## src/rtl/round_sat_pipe.sv

```systemverilog
// Multi-lane round-then-saturate stage with a two-deep valid/ready pipeline.
// Stage 1 registers the rounded lanes, stage 2 registers the saturated output and flags.
module round_sat_pipe #(
   parameter int IWID = 16,
   parameter int OWID = 8,
   parameter int FRAC = 8,
   parameter int NCH  = 2,
   parameter int SAT  = 1,
   parameter int CNTW = 16
) (
   input  logic                 i_clk,
   input  logic                 i_reset_n,
   input  logic                 i_valid,
   output logic                 o_ready,
   input  logic [NCH*IWID-1:0]  i_data,
   input  logic [1:0]           i_mode,
   output logic                 o_valid,
   input  logic                 i_ready,
   output logic [NCH*OWID-1:0]  o_data,
   output logic [NCH-1:0]       o_ovf,
   input  logic                 i_clr,
   output logic [CNTW-1:0]      o_ovf_cnt
);

   // One guard bit above the quotient so the rounding increment cannot wrap.
   localparam int RW = IWID - FRAC + 1;
   localparam logic [CNTW:0] CNT_MAX = {1'b0, {CNTW{1'b1}}};

   function automatic logic [CNTW:0] popcnt(input logic [NCH-1:0] v);
      logic [CNTW:0] c;
      c = {(CNTW+1){1'b0}};
      for (int i = 0; i < NCH; i++) begin
         c = c + {{CNTW{1'b0}}, v[i]};
      end
      return c;
   endfunction

   logic                 w_s1_load;
   logic                 w_s2_load;
   logic [NCH*RW-1:0]    w_rnd;
   logic [NCH*OWID-1:0]  w_sat;
   logic [NCH-1:0]       w_ovf;
   logic [CNTW:0]        w_sum;

   logic                 r_s1_valid;
   logic [NCH*RW-1:0]    r_s1_rnd;
   logic                 r_out_valid;
   logic [NCH*OWID-1:0]  r_out_data;
   logic [NCH-1:0]       r_out_ovf;
   logic [CNTW-1:0]      r_cnt;

   assign w_s2_load = !r_out_valid || i_ready;
   assign w_s1_load = !r_s1_valid || w_s2_load;
   assign o_ready   = w_s1_load;
   assign o_valid   = r_out_valid;
   assign o_data    = r_out_data;
   assign o_ovf     = r_out_ovf;
   assign o_ovf_cnt = r_cnt;

   genvar k;
   generate
      for (k = 0; k < NCH; k++) begin : g_lane
         logic [IWID-1:0] w_x;
         logic [RW-1:0]   w_q;
         logic            w_inc;
         logic [RW-1:0]   w_r;
         logic [OWID-1:0] w_lane;

         assign w_x = i_data[k*IWID +: IWID];

         if (FRAC == 0) begin : g_nofrac
            assign w_q   = {w_x[IWID-1], w_x};
            assign w_inc = 1'b0;
         end else begin : g_frac
            localparam int unsigned HALF_I = 32'd1 << (FRAC-1);
            localparam logic [FRAC-1:0] HALF = HALF_I[FRAC-1:0];
            logic [FRAC-1:0] w_f;

            assign w_q = {w_x[IWID-1], w_x[IWID-1:FRAC]};
            assign w_f = w_x[FRAC-1:0];

            // Rounding increment selected by the beat's mode.
            always_comb begin
               case (i_mode)
                  2'd0:    w_inc = 1'b0;
                  2'd1:    w_inc = (w_f >= HALF);
                  2'd2:    w_inc = (w_f > HALF) || ((w_f == HALF) && !w_x[IWID-1]);
                  2'd3:    w_inc = (w_f > HALF) || ((w_f == HALF) && w_q[0]);
                  default: w_inc = 1'b0;
               endcase
            end
         end

         assign w_rnd[k*RW +: RW] = w_q + {{(RW-1){1'b0}}, w_inc};
         assign w_r = r_s1_rnd[k*RW +: RW];

         if (RW <= OWID) begin : g_ext
            assign w_lane   = OWID'($signed(w_r));
            assign w_ovf[k] = 1'b0;
         end else begin : g_sat
            logic [RW-OWID:0] w_top;
            // In range exactly when every bit from the output sign upward agrees.
            assign w_top    = w_r[RW-1:OWID-1];
            assign w_ovf[k] = !((&w_top) || !(|w_top));

            // Clamp to the signed output range, or keep the low bits when wrapping.
            always_comb begin
               if (w_ovf[k] && (SAT != 0)) begin
                  w_lane = w_r[RW-1] ? {1'b1, {(OWID-1){1'b0}}} : {1'b0, {(OWID-1){1'b1}}};
               end else begin
                  w_lane = w_r[OWID-1:0];
               end
            end
         end

         assign w_sat[k*OWID +: OWID] = w_lane;
      end
   endgenerate

   // Two pipeline stages; each loads only when its downstream slot frees up.
   always_ff @(posedge i_clk) begin
      if (!i_reset_n) begin
         r_s1_valid  <= 1'b0;
         r_s1_rnd    <= {(NCH*RW){1'b0}};
         r_out_valid <= 1'b0;
         r_out_data  <= {(NCH*OWID){1'b0}};
         r_out_ovf   <= {NCH{1'b0}};
      end else begin
         if (w_s1_load) begin
            r_s1_valid <= i_valid;
            if (i_valid) begin
               r_s1_rnd <= w_rnd;
            end
         end
         if (w_s2_load) begin
            r_out_valid <= r_s1_valid;
            if (r_s1_valid) begin
               r_out_data <= w_sat;
               r_out_ovf  <= w_ovf;
            end
         end
      end
   end

   assign w_sum = {1'b0, r_cnt} + popcnt(r_out_ovf);

   // Saturating overflow counter; clear has priority over a same-cycle count.
   always_ff @(posedge i_clk) begin
      if (!i_reset_n) begin
         r_cnt <= {CNTW{1'b0}};
      end else if (i_clr) begin
         r_cnt <= {CNTW{1'b0}};
      end else if (r_out_valid && i_ready) begin
         r_cnt <= (w_sum > CNT_MAX) ? CNT_MAX[CNTW-1:0] : w_sum[CNTW-1:0];
      end
   end

endmodule

```

## config.mk

```make
export PLATFORM = sky130hd
export DESIGN_NAME = round_sat_pipe
export DESIGN_NICKNAME = d
export VERILOG_FILES = /design/src/rtl/round_sat_pipe.sv
export SDC_FILE = /design/constraint.sdc
export NUM_CORES = 1
export LEC_CHECK = 0
export ABC_CLOCK_PERIOD_IN_PS = 3600
export BUFFER_PORTS_ARGS = -buffer_cell sky130_fd_sc_hd__buf_4
export CAP_MARGIN = 20
export CELL_PAD_IN_SITES_DETAIL_PLACEMENT = 0
export CELL_PAD_IN_SITES_GLOBAL_PLACEMENT = 1
export CORE_ASPECT_RATIO = 1.5
export CORE_UTILIZATION = 35
export CTS_CLUSTER_SIZE = 12
export DETAILED_ROUTE_END_ITERATION = 6
export PLACE_DENSITY_LB_ADDON = 0.1
export SLEW_MARGIN = 20
export SYNTH_ARGS = -nofsm -noshare
export SYNTH_HDL_FRONTEND = slang
export SYNTH_SLANG_ARGS = --single-unit
```

## constraint.sdc

```tcl
create_clock -name i_clk -period 3.6 [get_ports i_clk]
set_input_delay 0.72 -clock i_clk [delete_from_list [all_inputs] [get_ports i_clk]]
set_output_delay 0.72 -clock i_clk [all_outputs]
set_load 0.05 [all_outputs]
```

* After elaboration in Yosys (flattened, before gate mapping) *
Index checks and enable logic that the tools add are counted.

word-level totals
  word-level logic and storage cells = 57
  register bits = 54
  input bits = 39
  output and inout port bits = 36

cells by class
  mux-type cells = 7
  reduce and logical (&&, ||, !) cells = 29
  add/subtract/negate cells = 4
  $lt $le $gt $ge = 5
  bitwise logic cells = 1
  equality and inequality tests = 5

operators by type and width
  kind                    number
  $mux W8                 4
  $add A8 B2 Y9           2
  $add A16 B2 Y17         1
  $gt A17 B16 Y1 const B  1
  $eq A8 B8 Y1 const B    2
  $ge A8 B8 Y1 const B    2
  $gt A8 B8 Y1 const B    2
  $mux W16                1
  $logic_not A1 Y1        8
  $logic_or A1 B1 Y1      8
  $pmux W1 S4             2
  $reduce_and A2 Y1       4
  $reduce_or A2 Y1        3
  $logic_and A1 B1 Y1     5
  $eq A2 B2 Y1 const B    2
  $add A1 B1 Y2           1
  $eq A2 B1 Y1 const B    1
  $logic_not A2 Y1        1
  $not A1 Y1              1

* Logic depth before layout (Yosys ltp) *
  word-level depth = 5
  mapped depth = 10
  gate-level depth less buffers = 10

* Worst setup path before layout *
OpenSTA, ideal clock, no wires.

  path kind = in2reg
  from = input port i_data[16]
  to = register r_s1_rnd[13]
  data required time = 3,484 ps
  path slack = 1,187 ps
  library setup time = 116 ps
  cell stages on the path = 10
  arrival time = 2,297 ps
  path buffers = 0
  path through = nor4_1 o21ai_0 o41ai_1 a21boi_0 ha_1 ha_1 and3_1 xnor2_1 nand2_1 o211a_1

on the way
  longest elaborated chain between the ends = 5
  elaborated cells between the ends (all ways) = 9
  those cells by class = 1 x add/sub; 2 x order compare; 1 x eq/ne; 1 x mux; 4 x reduce/logical

ends and longest elaborated chain
  item                                                                  RTL line  source
  start, declared                                                       15        input logic [NCH*IWID-1:0] i_data,
  parallel branches: the longest is 3 deep, another holds $gt A8 B8 Y1  --
  $pmux W1 S4 *                                                         84        case (i_mode)
  $add A8 B2 Y9 *                                                       94        assign w_rnd[k*RW +: RW] = w_q + {{(RW-1){1'b0}}, w_inc};
  end signal, assigned                                                  124       r_s1_rnd <= {(NCH*RW){1'b0}};
  end signal, assigned                                                  132       r_s1_rnd <= w_rnd;
  end, declared                                                         46        logic [NCH*RW-1:0] r_s1_rnd;

Every way passes the cells marked *.
A chain may end at the register's enable or synchronous reset.

* Final worst setup path *
  from = input port i_data[16]
  to = register r_s1_rnd[15]

The elaborated chain is that of the path after synthesis.

==> metrics <==
Combinational Power Share=16.0%; dpl cell area=about 3300 um2; Internal=around 1.1 mW; Avg WL per Cell=13.1 um; Synth area leader=dfxtp_1; I/O pins=75; width of the chip=74.1 um; slew margin rel.=40.3%; R2R cell count=6; initial antenna violation count=0; clock tree buffer depth=2; CTS tree=built; sequential share of the synthesized area=between 30% and 40%; Initial DRT Pass Iterations=6; CP top delay family=compound AO/OA/AOI/OAI gates; syn avg cell area=8.90 um2; Post-synth EDFFs=0; switching share of power=25.5%; Post-CTS Resized=0; Root Driver=clkbuf_16; WP depth=11; number of DRC markers in iteration 0=roughly 60; RSZ-0062 raised after global routing=no; pin count of the biggest net entering global routing=42; clock share of power=38.7%; critical path class=in -> reg; core area=~7600 um2; Psw=0.364 mW; first-pass GRT wire length=10,500 um; total wire length=6250 um; total clock buffers created by CTS=5; Post-CTS Setup Bufs=0; setup TNS=0 ns; total gr overflow=0; Slew @ Worst Pin=0.895 ns; worst skew pair latency=approximately 0.29 ns; Die Height=110 um; design area=3510 um2; P per Cell Area=407 nW/um2; crit path max fanout=3; H-tree levels=2; Post-synth top flop=dfxtp_1; hold buffer count at cts=0; Slew Limit Fails=0; cell leakage power=1.57 nW; setup violators final=0; Max-Cap Viols=0; CP max-delay cell=o41ai_1; clock-pin transition on the worst setup and hold timing paths=0.06 ns; GRT Util Overall=16.6%; gpl congestion=about 0.8; Tmin final=~2.4 ns; Final Hold Fails=0; CP bufs+invs=1; worst hold-check path type=reg -> reg; asr flop ratio synth=0%; die area=8170 um2; Initial Util=35.9%; GR Util met1=approximately 18%; status=finished, violations left; crit share post-route=67.7%; CP Data Required Time=3.74 ns; vias in the first global route=roughly 2,300; detailed placement HPWL=4790 um; maximum operating frequency=between 400 and 500 MHz; via/cell ratio=roughly 5; YS warnings=0; crit path capture type=flip-flop; CTS sink count=54; DR vias=2,391; Seq cells post-synth=54; Post-synth top cells=dfxtp_1 (54), nand2_1 (43), nand3_1 (24); Syn Inst Count=307; IO buf count=74; FILL cells=818; post-route ant nets=0; count leader, synth=dfxtp_1; syn nets=between 300 and 400; Area contributors post-synth=dfxtp_1 (40%), nand2_1 (5.9%), xnor2_1 (5.8%); share of the synthesized area in the top cell type=about two fifths; fin nets=approximately 420; CP peak stage delay=0.26 ns; hold depth=2; Diodes inserted=0; sequential power share=45.3%; met2 usage=a little under a third; crit-path cells=buf_4 > nor4_1 > o21ai_0 > o41ai_1 > a21boi_0 > ha_1 > ha_1 > and3_1 > nand3_1 > xnor2_1 > a21oi_1; synthesis-to-layout area growth=28.5%; most frequent CP cell=ha_1; CP Launch Type=input pin; drc violations=2; unique cell type count in the Yosys netlist=42; met3 Use GR=2.91%; share of cells above drive strength 1=26.2%; maximum vdd drop=0.000233 V; WP data arrival=2.57 ns; failing checks=DRC; clock skew=0.00717 ns; Mapped Area=2730 um2; Core Rows=39; GRT Max-Usage Layer=met2
==> power groups by stage <==
stage / combinational, mW / sequential (mW) / clock, mW
final: 0.228 / 0.647 / 0.552
after CTS: 0.232 / 0.648 / 0.571
after detailed placement: 0.232 / 0.662 / 0
after floorplan: 0.0999 / 0.708 / 0
after global placement: 0.231 / 0.661 / 0
after global routing: 0.253 / 0.651 / 0.596
==> area by class of cell <==
cell class	instances	area [um2]	area share (%)
multi-input combinational	229	1540	43.9
timing repair buffer	74	556	15.8
clock buffer	6	139	3.95
sequential	54	1080	30.8
clock inverter	1	30.0	0.855
inverter	10	37.5	1.07
tap	102	128	3.63
==> metal layers <==
| metal | vias to the layer above | share of wire (%) |
|---|---|---|
| li1 | 1213 | - |
| met1 | 1112 | 40 |
| met2 | 60 | 54 |
| met3 | 6 | 4.0 |
| met4 | 0 | 1.5 |
| met5 | - | 0 |
==> placed cells by master (no fill, tap or decap), types with 2 or more instances in the layout <==
| cell type | count |
|---|---|
| nand2_1 | 43 |
| nor3b_1 | 3 |
| o21ai_0 | 10 |
| nor4_1 | 6 |
| xnor2_1 | 18 |
| ha_1 | 10 |
| o41ai_1 | 2 |
| a21boi_0 | 15 |
| xor2_1 | 4 |
| mux2i_1 | 2 |
| o2111ai_1 | 2 |
| o211a_1 | 15 |
| nor3_1 | 8 |
| nand2b_1 | 10 |
| nand4_1 | 3 |
| a21oi_1 | 15 |
| clkbuf_16 | 5 |
| dfxtp_1 | 54 |
| and3_1 | 2 |
| a21oi_2 | 10 |
| nand3_1 | 24 |
| and2_1 | 2 |
| inv_1 | 10 |
| nor2_1 | 11 |
| buf_4 | 74 |
==> stage by stage <==
stage	hold WS (ns)	total power [mW]	instances	utilization (%)	worst slack [ns]
6_report	0.460	1.43	476	46.1	1.16
5_1_grt	0.491	1.50	476	46.1	0.929
4_1_cts	0.464	1.45	476	46.1	1.15
3_5_place_dp	0.455	0.894	469	43.9	0.845
3_3_place_gp	0.448	0.892	469	43.9	0.900
2_1_floorplan	0.438	0.808	307	-	1.19
==> registers in the layout (all words and copies together), names as in the netlist <==
name	count
r_s1_rnd	18
o_data	16
o_ovf_cnt	16
o_valid	1
r_s1_valid	1
o_ovf	2
==> worst paths after layout <==
path                                  from                   endpoint  slack (ns)
setup / recovery                i_data[16]  r_s1_rnd[15]$_SDFFE_PN0P_        1.16
hold / removal    r_s1_rnd[1]$_SDFFE_PN0P_   r_s1_rnd[1]$_SDFFE_PN0P_        0.46
setup reg to reg     o_ovf[0]$_SDFFE_PN0P_  o_ovf_cnt[1]$_SDFFE_PP0P_        1.63
hold reg to reg   r_s1_rnd[1]$_SDFFE_PN0P_   r_s1_rnd[1]$_SDFFE_PN0P_        0.46
==> worst reg2reg max path: stages, from the launching register on <==
cell and delay, ns:
dfxtp_1 0.42, fa_1 0.27, ha_1 0.19, nand3_1 0.14, nor4_4 0.45, nand2_4 0.24, a21oi_1 0.19
==> kinds of logic after synthesis <==
logic type               share of synthesized area, %
adder cells (fa/ha/maj)                          5.31
buffers and inverters                            4.03
flip-flops                                       39.6
AO/OA/AOI/OAI                                    20.2
XOR/XNOR                                         7.05
multiplexers                                    0.733
AND/OR/NAND/NOR                                  23.1
(Power assumes the default switching activity.)
